`config.mk`:
```
export PLATFORM = sky130hd
export DESIGN_NAME = mult_div_unit_flat
export DESIGN_NICKNAME = d
export VERILOG_FILES = /design/src/rtl/mult_div_unit_pkg.sv /design/src/rtl/mult_div_unit_if.sv /design/src/rtl/mult_div_unit_div_core.sv /design/src/rtl/mult_div_unit.sv /design/src/flat_wrapper.sv
export SDC_FILE = /design/constraint.sdc
export NUM_CORES = 1
export LEC_CHECK = 0
export CAP_MARGIN = 20
export CORE_MARGIN = 3
export CORE_UTILIZATION = 35
export CTS_CLUSTER_DIAMETER = 30
export DETAILED_ROUTE_END_ITERATION = 10
export SYNTH_ARGS = -nofsm -noshare
export SYNTH_HDL_FRONTEND = slang
export SYNTH_SLANG_ARGS = --single-unit
```
`constraint.sdc`:
```
create_clock -name clk -period 8.23 [get_ports clk]
set_input_delay 1.646 -clock clk [delete_from_list [all_inputs] [get_ports clk]]
set_output_delay 1.646 -clock clk [all_outputs]
set_load 0.01 [all_outputs]
```
`src/rtl/mult_div_unit_pkg.sv`:
```
// Shared definitions for the HI/LO multiply-divide unit: op encodings,
// FSM state type and default datapath width.
package mdu_pkg;

    localparam int unsigned MDU_WIDTH = 32;

    typedef enum logic [1:0] {
        OP_MULT  = 2'b00,
        OP_MULTU = 2'b01,
        OP_DIV   = 2'b10,
        OP_DIVU  = 2'b11
    } mdu_op_e;

    typedef enum logic {
        IDLE = 1'b0,
        RUN  = 1'b1
    } mdu_state_e;

endpackage

```
`src/rtl/mult_div_unit_if.sv`:
```
// Request/result bundle between the pipeline and the multiply-divide unit.
interface mult_div_unit_if
    import mdu_pkg::*;
#(
    parameter int unsigned WIDTH = MDU_WIDTH
);
    logic             start;
    logic [1:0]       op;
    logic [WIDTH-1:0] a;
    logic [WIDTH-1:0] b;
    logic             mthi;
    logic             mtlo;
    logic [WIDTH-1:0] wdata;
    logic             busy;
    logic             done;
    logic [WIDTH-1:0] hi;
    logic [WIDTH-1:0] lo;

    modport master (
        output start, op, a, b, mthi, mtlo, wdata,
        input  busy, done, hi, lo
    );

    modport slave (
        input  start, op, a, b, mthi, mtlo, wdata,
        output busy, done, hi, lo
    );
endinterface

```
`src/rtl/mult_div_unit_div_core.sv`:
```
// One restoring-division step: shift in the next dividend bit, trial-subtract
// the divisor and emit the next partial remainder and quotient.
module mdu_div_core
    import mdu_pkg::*;
#(
    parameter int unsigned WIDTH = MDU_WIDTH
) (
    input  logic [WIDTH-1:0] i_rem,
    input  logic [WIDTH-1:0] i_quo,
    input  logic [WIDTH-1:0] i_div,
    output logic [WIDTH-1:0] o_rem,
    output logic [WIDTH-1:0] o_quo
);

    logic [WIDTH:0]   w_shift;
    logic [WIDTH-1:0] w_diff;
    logic             w_ge;

    // i_quo holds the not-yet-consumed dividend bits in its upper end.
    assign w_shift = {i_rem, i_quo[WIDTH-1]};
    assign w_ge    = (w_shift >= {1'b0, i_div});
    // When w_ge holds the true difference is below the divisor, so it fits WIDTH bits.
    assign w_diff  = w_shift[WIDTH-1:0] - i_div;

    assign o_rem = w_ge ? w_diff : w_shift[WIDTH-1:0];
    assign o_quo = {i_quo[WIDTH-2:0], w_ge};

endmodule

```
`src/rtl/mult_div_unit.sv`:
```
// Iterative HI/LO multiply-divide unit (MULT/MULTU/DIV/DIVU, MTHI/MTLO).
// Optional MDU_FAST_MUL_EN: single-cycle combinational MULT/MULTU.
module mult_div_unit
    import mdu_pkg::*;
#(
    parameter int unsigned WIDTH = MDU_WIDTH
) (
    input logic            clk,
    input logic            rst_n,
    mult_div_unit_if.slave bus
);

    localparam int unsigned CW = $clog2(WIDTH + 1);

    mdu_state_e       r_state, w_state_nxt;
    logic [CW-1:0]    r_cnt, w_cnt_nxt;
    logic             r_is_div, w_is_div_nxt;
    logic             r_neg_q, w_neg_q_nxt;
    logic             r_neg_r, w_neg_r_nxt;
    logic             r_bzero, w_bzero_nxt;
    logic [WIDTH-1:0] r_acc_hi, w_acc_hi_nxt;
    logic [WIDTH-1:0] r_acc_lo, w_acc_lo_nxt;
    logic [WIDTH-1:0] r_opnd, w_opnd_nxt;
    logic [WIDTH-1:0] r_a_raw, w_a_raw_nxt;
    logic [WIDTH-1:0] r_hi, w_hi_nxt;
    logic [WIDTH-1:0] r_lo, w_lo_nxt;
    logic             r_done, w_done_nxt;

    logic             w_signed;
    logic             w_a_neg;
    logic             w_b_neg;
    logic [WIDTH-1:0] w_abs_a;
    logic [WIDTH-1:0] w_abs_b;

    logic [WIDTH:0]     w_add;
    logic [WIDTH-1:0]   w_mul_hi;
    logic [WIDTH-1:0]   w_mul_lo;
    logic [2*WIDTH-1:0] w_prod;
    logic [2*WIDTH-1:0] w_prod_s;
    logic [WIDTH-1:0]   w_div_rem;
    logic [WIDTH-1:0]   w_div_quo;
    logic [WIDTH-1:0]   w_q_s;
    logic [WIDTH-1:0]   w_r_s;

    // Operands are reduced to magnitudes; signs are reapplied on the final edge.
    assign w_signed = (bus.op == OP_MULT) || (bus.op == OP_DIV);
    assign w_a_neg  = w_signed & bus.a[WIDTH-1];
    assign w_b_neg  = w_signed & bus.b[WIDTH-1];
    assign w_abs_a  = w_a_neg ? -bus.a : bus.a;
    assign w_abs_b  = w_b_neg ? -bus.b : bus.b;

    // Shift-add multiply step: acc_hi accumulates, acc_lo shifts out multiplier bits.
    assign w_add    = {1'b0, r_acc_hi} + (r_acc_lo[0] ? {1'b0, r_opnd} : '0);
    assign w_mul_hi = w_add[WIDTH:1];
    assign w_mul_lo = {w_add[0], r_acc_lo[WIDTH-1:1]};
    assign w_prod   = {w_mul_hi, w_mul_lo};
    assign w_prod_s = r_neg_q ? -w_prod : w_prod;

    mdu_div_core #(
        .WIDTH(WIDTH)
    ) u_div_core (
        .i_rem(r_acc_hi),
        .i_quo(r_acc_lo),
        .i_div(r_opnd),
        .o_rem(w_div_rem),
        .o_quo(w_div_quo)
    );

    assign w_q_s = r_neg_q ? -w_div_quo : w_div_quo;
    assign w_r_s = r_neg_r ? -w_div_rem : w_div_rem;

`ifdef MDU_FAST_MUL_EN
    logic [2*WIDTH-1:0] w_ext_a;
    logic [2*WIDTH-1:0] w_ext_b;
    logic [2*WIDTH-1:0] w_fast_prod;

    // Sign-extended operands make a modular unsigned multiply correct for MULT too.
    assign w_ext_a     = {{WIDTH{w_a_neg}}, bus.a};
    assign w_ext_b     = {{WIDTH{w_b_neg}}, bus.b};
    assign w_fast_prod = w_ext_a * w_ext_b;
`endif

    always_comb begin
        w_state_nxt  = r_state;
        w_cnt_nxt    = r_cnt;
        w_is_div_nxt = r_is_div;
        w_neg_q_nxt  = r_neg_q;
        w_neg_r_nxt  = r_neg_r;
        w_bzero_nxt  = r_bzero;
        w_acc_hi_nxt = r_acc_hi;
        w_acc_lo_nxt = r_acc_lo;
        w_opnd_nxt   = r_opnd;
        w_a_raw_nxt  = r_a_raw;
        w_hi_nxt     = r_hi;
        w_lo_nxt     = r_lo;
        w_done_nxt   = 1'b0;

        case (r_state)
            IDLE: begin
                if (bus.start) begin
`ifdef MDU_FAST_MUL_EN
                    if (!bus.op[1]) begin
                        w_hi_nxt   = w_fast_prod[2*WIDTH-1:WIDTH];
                        w_lo_nxt   = w_fast_prod[WIDTH-1:0];
                        w_done_nxt = 1'b1;
                    end else
`endif
                    begin
                        w_state_nxt  = RUN;
                        w_cnt_nxt    = CW'(WIDTH);
                        w_is_div_nxt = bus.op[1];
                        w_neg_q_nxt  = w_a_neg ^ w_b_neg;
                        w_neg_r_nxt  = w_a_neg;
                        w_bzero_nxt  = (bus.b == '0);
                        w_a_raw_nxt  = bus.a;
                        w_acc_hi_nxt = '0;
                        w_acc_lo_nxt = bus.op[1] ? w_abs_a : w_abs_b;
                        w_opnd_nxt   = bus.op[1] ? w_abs_b : w_abs_a;
                    end
                end else begin
                    if (bus.mthi) w_hi_nxt = bus.wdata;
                    if (bus.mtlo) w_lo_nxt = bus.wdata;
                end
            end

            RUN: begin
                w_cnt_nxt    = r_cnt - CW'(1);
                w_acc_hi_nxt = r_is_div ? w_div_rem : w_mul_hi;
                w_acc_lo_nxt = r_is_div ? w_div_quo : w_mul_lo;
                if (r_cnt == CW'(1)) begin
                    w_state_nxt = IDLE;
                    w_done_nxt  = 1'b1;
                    if (!r_is_div) begin
                        w_hi_nxt = w_prod_s[2*WIDTH-1:WIDTH];
                        w_lo_nxt = w_prod_s[WIDTH-1:0];
                    end else if (r_bzero) begin
                        w_hi_nxt = r_a_raw;
                        w_lo_nxt = '1;
                    end else begin
                        w_hi_nxt = w_r_s;
                        w_lo_nxt = w_q_s;
                    end
                end
            end

            default: w_state_nxt = IDLE;
        endcase
    end

    always_ff @(posedge clk or negedge rst_n) begin
        if (!rst_n) begin
            r_state  <= IDLE;
            r_cnt    <= '0;
            r_is_div <= 1'b0;
            r_neg_q  <= 1'b0;
            r_neg_r  <= 1'b0;
            r_bzero  <= 1'b0;
            r_acc_hi <= '0;
            r_acc_lo <= '0;
            r_opnd   <= '0;
            r_a_raw  <= '0;
            r_hi     <= '0;
            r_lo     <= '0;
            r_done   <= 1'b0;
        end else begin
            r_state  <= w_state_nxt;
            r_cnt    <= w_cnt_nxt;
            r_is_div <= w_is_div_nxt;
            r_neg_q  <= w_neg_q_nxt;
            r_neg_r  <= w_neg_r_nxt;
            r_bzero  <= w_bzero_nxt;
            r_acc_hi <= w_acc_hi_nxt;
            r_acc_lo <= w_acc_lo_nxt;
            r_opnd   <= w_opnd_nxt;
            r_a_raw  <= w_a_raw_nxt;
            r_hi     <= w_hi_nxt;
            r_lo     <= w_lo_nxt;
            r_done   <= w_done_nxt;
        end
    end

    assign bus.busy = (r_state == RUN);
    assign bus.done = r_done;
    assign bus.hi   = r_hi;
    assign bus.lo   = r_lo;

endmodule

```
`src/flat_wrapper.sv`:
```
// flat-port wrapper written by rule: the top's interface ports become plain ports
module mult_div_unit_flat import mdu_pkg::*;
#(
    parameter int unsigned WIDTH = MDU_WIDTH
)
  (clk, rst_n, bus_start, bus_op, bus_a, bus_b, bus_mthi, bus_mtlo, bus_wdata, bus_busy, bus_done, bus_hi, bus_lo);
  mult_div_unit_if #(.WIDTH(WIDTH)) bus_i ();
  input logic clk;
  input logic rst_n;
  input wire logic [$bits(bus_i.start)-1:0] bus_start;
  input wire logic [$bits(bus_i.op)-1:0] bus_op;
  input wire logic [$bits(bus_i.a)-1:0] bus_a;
  input wire logic [$bits(bus_i.b)-1:0] bus_b;
  input wire logic [$bits(bus_i.mthi)-1:0] bus_mthi;
  input wire logic [$bits(bus_i.mtlo)-1:0] bus_mtlo;
  input wire logic [$bits(bus_i.wdata)-1:0] bus_wdata;
  output wire logic [$bits(bus_i.busy)-1:0] bus_busy;
  output wire logic [$bits(bus_i.done)-1:0] bus_done;
  output wire logic [$bits(bus_i.hi)-1:0] bus_hi;
  output wire logic [$bits(bus_i.lo)-1:0] bus_lo;
  assign bus_i.start = bus_start;
  assign bus_i.op = bus_op;
  assign bus_i.a = bus_a;
  assign bus_i.b = bus_b;
  assign bus_i.mthi = bus_mthi;
  assign bus_i.mtlo = bus_mtlo;
  assign bus_i.wdata = bus_wdata;
  assign bus_busy = bus_i.busy;
  assign bus_done = bus_i.done;
  assign bus_hi = bus_i.hi;
  assign bus_lo = bus_i.lo;
  mult_div_unit #(.WIDTH(WIDTH)) u_core (.clk(clk), .rst_n(rst_n), .bus(bus_i));
endmodule
```
==> results by group <==
Detailed routing
  • Met2 WL: 33790 um
  • Routed Antenna Nets: 0
  • Met1 WL: roughly 36000 um
  • Final WL: between 80000 and 90000 um
  • Via count: 19650
  • WL/cell: between 20 and 30 um
  • Routed met3 length: between 8000 and 9000 um
  • DR pass1 iterations: 6
  • Drt drc: 0
  • Vias/cell: about 6
  • DRT iter0 DRCs: about 2100
  • Highest metal used: met5

Finish
  • Area of the multi-input gates: about 13000 um2
  • Fill cells: about 5300
  • Share of layout cells above drive strength 1: roughly 9%
  • Fin util: between 40% and 50%
  • Nets@finish: 2726
  • Post-route cell area: 23250 um2
  • Seq. cell area: 5114 um2
  • Layout area overhead: 23.99%

Floorplan
  • # IOs: approximately 170
  • CORE AREA: about 53000 um2
  • Standard-cell rows: 84
  • Die Span Y: approximately 240 um
  • Initial core utilization: a little over a third
  • Die Footprint: ~56000 um2
  • Chip width: between 200 and 250 um

Critical path
  • Crit path from: u_core.r_acc_hi[3]
  • CP arrival: about 6.5 ns
  • Required @ worst endpoint: approximately 8.7 ns
  • Crit Path Max Fanout: 9
  • Crit path launch type: flop
  • R2R depth: 20
  • Worst r2r src: u_core.r_acc_hi[3]
  • Crit. End Element: flop
  • Critical setup path kind: reg2reg

Yosys
  • Mapped Nets: 2636
  • EDFF count, synth: 0
  • Area fraction of the dominant cell type after synthesis: 27.22%
  • Synth area leaders: dfrtp_1 27%, xnor2_1 6.7%, nand2_1 6.3%
  • #FFs+latches synth: between 200 and 250
  • Seq/Total Area, Yosys: between 20% and 30%
  • Synth top cells by count: 314 x nand2_1, 252 x nor2_1, 218 x a21oi_1
  • Synth Instances: approximately 2500
  • Ys Warns: 0
  • Ys async rst share: 100.0%
  • Top cell type by total area after synthesis: dfrtp_1
  • Average size of a mapped cell: ~7.6 um2
  • Synthesized cell area: 18750 um2
  • Count leader, synth: nand2_1
  • Top_reg_cell synth: dfrtp_1
  • Synth cell types: a little over 90

Timing
  • Final setup viols: 0
  • Fin. max-slew vios: 0
  • Crit share post-route: ~73%
  • Min Tclk post-route: approximately 6.0 ns
  • Fin. Hold Viols: 0
  • Fmax: about 170 MHz
  • RSZ-0062 raised after global routing: false
  • Relative slew slack: 24.87%
  • Worst Tran Pin Value: approximately 1.1 ns
  • Setup TNS: 0 ns
  • Clk_skew: about 0.031 ns

Clocking
  • Worst skew pair latency: roughly 0.6 ns
  • PostCTS Resize Cnt: 0
  • TritonCTS buffer count: between 60 and 70
  • Clock Tree Buf Depth: 3
  • TritonCTS clock tree: yes
  • Postcts setup bufs: 0
  • Root Buffer: clkbuf_16
  • Reg clk slew, reported paths: about 0.04 ns
  • Cts hold-fix bufs: 0
  • CTS sink cnt: slightly above 200
  • CTS H-tree lvls: 3

Placed design
  • Dpl hpwl: between 60000 and 70000 um
  • RD Place Congestion: roughly 1.0
  • Placed inst area: 20850 um2
  • Port Buffers: between 150 and 200

Status
  • Status: finished clean

GRT
  • Global route overflow: 0
  • Initial antenna violation count: 3
  • Vias in the first global route: around 18000
  • Largest net degree at the start of global routing: 140
  • First-pass GRT wire length: about 120000 um
  • GRT Total Usage: roughly 28%

Flow run
  • MaxCap Viol Count: 0

Hold path
  • Hold_sp: u_core.r_cnt[5]
  • Min-Delay Path Depth: 1
  • Hold Crit Class: reg2reg
area by class of cell:
cell class                      count  share of cell area, %
Antenna cell                        3                0.03229
Clock buffer                       88                  8.288
Clock inverter                     31                  1.997
Inverter                           76                  1.227
Multi-Input combinational cell   2004                  54.54
Sequential cell                   204                  21.99
Tap cell                          688                  3.703
Timing Repair Buffer              197                  8.223
logic make-up (layout without fill, tap and decap cells):
kind of cell | Yosys count | after routing | synth area share, %
buffers and inverters | 252 | 392 | 5.284
other | 0 | 3 | 0
adders and majority gates | 73 | 73 | 4.951
and+or+nand+nor | 826 | 826 | 20.20
DFF | 204 | 204 | 27.22
AOI/OAI and AO/OA | 768 | 768 | 25.67
xor gates and xnor gates | 234 | 234 | 10.93
muxes | 103 | 103 | 5.745
layout by cell type (no fill, tap or decap), types with 25 or more instances in the layout:
| cell | n |
|---|---|
| o31ai_1 | 39 |
| mux2_2 | 37 |
| inv_1 | 72 |
| buf_4 | 28 |
| a211oi_1 | 48 |
| mux2i_1 | 66 |
| o221ai_1 | 27 |
| nand3_1 | 25 |
| xnor2_1 | 144 |
| o21ai_0 | 208 |
| a21oi_1 | 218 |
| clkdlybuf4s50_1 | 165 |
| nor2b_1 | 31 |
| dfrtp_1 | 201 |
| a31oi_1 | 40 |
| ha_1 | 71 |
| nor2_1 | 250 |
| nor3_1 | 39 |
| o211ai_1 | 36 |
| or3_1 | 31 |
| clkbuf_16 | 68 |
| xor2_1 | 90 |
| nand2_1 | 312 |
routing by layer:
metal,GRT usage (%),vias up
li1,-,9007
met1,40.18,9441
met2,40.38,1031
met3,7.553,167
met4,13.15,4
met5,0,-
flip-flops by register name, summed over array words and instances (netlist names):
register,cells
u_core.r_cnt,6
u_core.r_acc_hi,32
u_core.bus.lo,32
u_core.r_is_div,1
u_core.r_bzero,1
u_core.r_acc_lo,32
u_core.bus.hi,32
u_core.r_neg_r,1
u_core.bus.done,1
u_core.bus.busy,1
u_core.r_opnd,32
u_core.r_a_raw,32
u_core.r_neg_q,1
worst max-delay path: stages, from the launching register on:
cell	delay, ns
dfrtp_1	0.48
ha_1	0.51
nand2_1	0.18
a211oi_1	0.54
o21ai_1	0.28
a21oi_1	0.29
o211ai_2	0.23
nand2_2	0.21
inv_1	0.08
mux2i_1	0.27
ha_1	0.30
o2111ai_1	0.16
or4_1	0.48
a2111oi_2	0.28
a22oi_1	0.24
nor4b_2	0.42
nand2_1	0.23
a21oi_1	0.22
nor3_2	0.06
a2111oi_2	0.32
nor3_1	0.11
worst paths after layout:
kind                                endpoint  slack [ns]
setup / recovery           u_core.bus.hi[22]        2.20
hold / removal               u_core.r_cnt[5]        0.47
setup reg to reg           u_core.bus.hi[22]        2.20
hold reg to reg              u_core.r_cnt[5]        0.47
max in group asynchronous    u_core.bus.busy        5.86
min in group asynchronous  u_core.r_a_raw[4]        1.05
per-stage QoR:
| step | hold WS, ns | setup slack, ns | instances |
|---|---|---|---|
| 6_report | 0.4698 | 2.203 | 3291 |
| 4_1_cts | 0.4734 | 2.308 | 3288 |
| 2_1_floorplan | 0.4355 | 3.075 | 2460 |
| 3_3_place_gp | 0.4612 | 2.586 | 3168 |
| 3_5_place_dp | 0.4645 | 2.350 | 3169 |
| 5_1_grt | 0.4998 | 1.746 | 3288 |
Power is left out: the tool's default activity adds up to more than one toggle a clock period on the data nets, which glitch-free logic cannot reach.
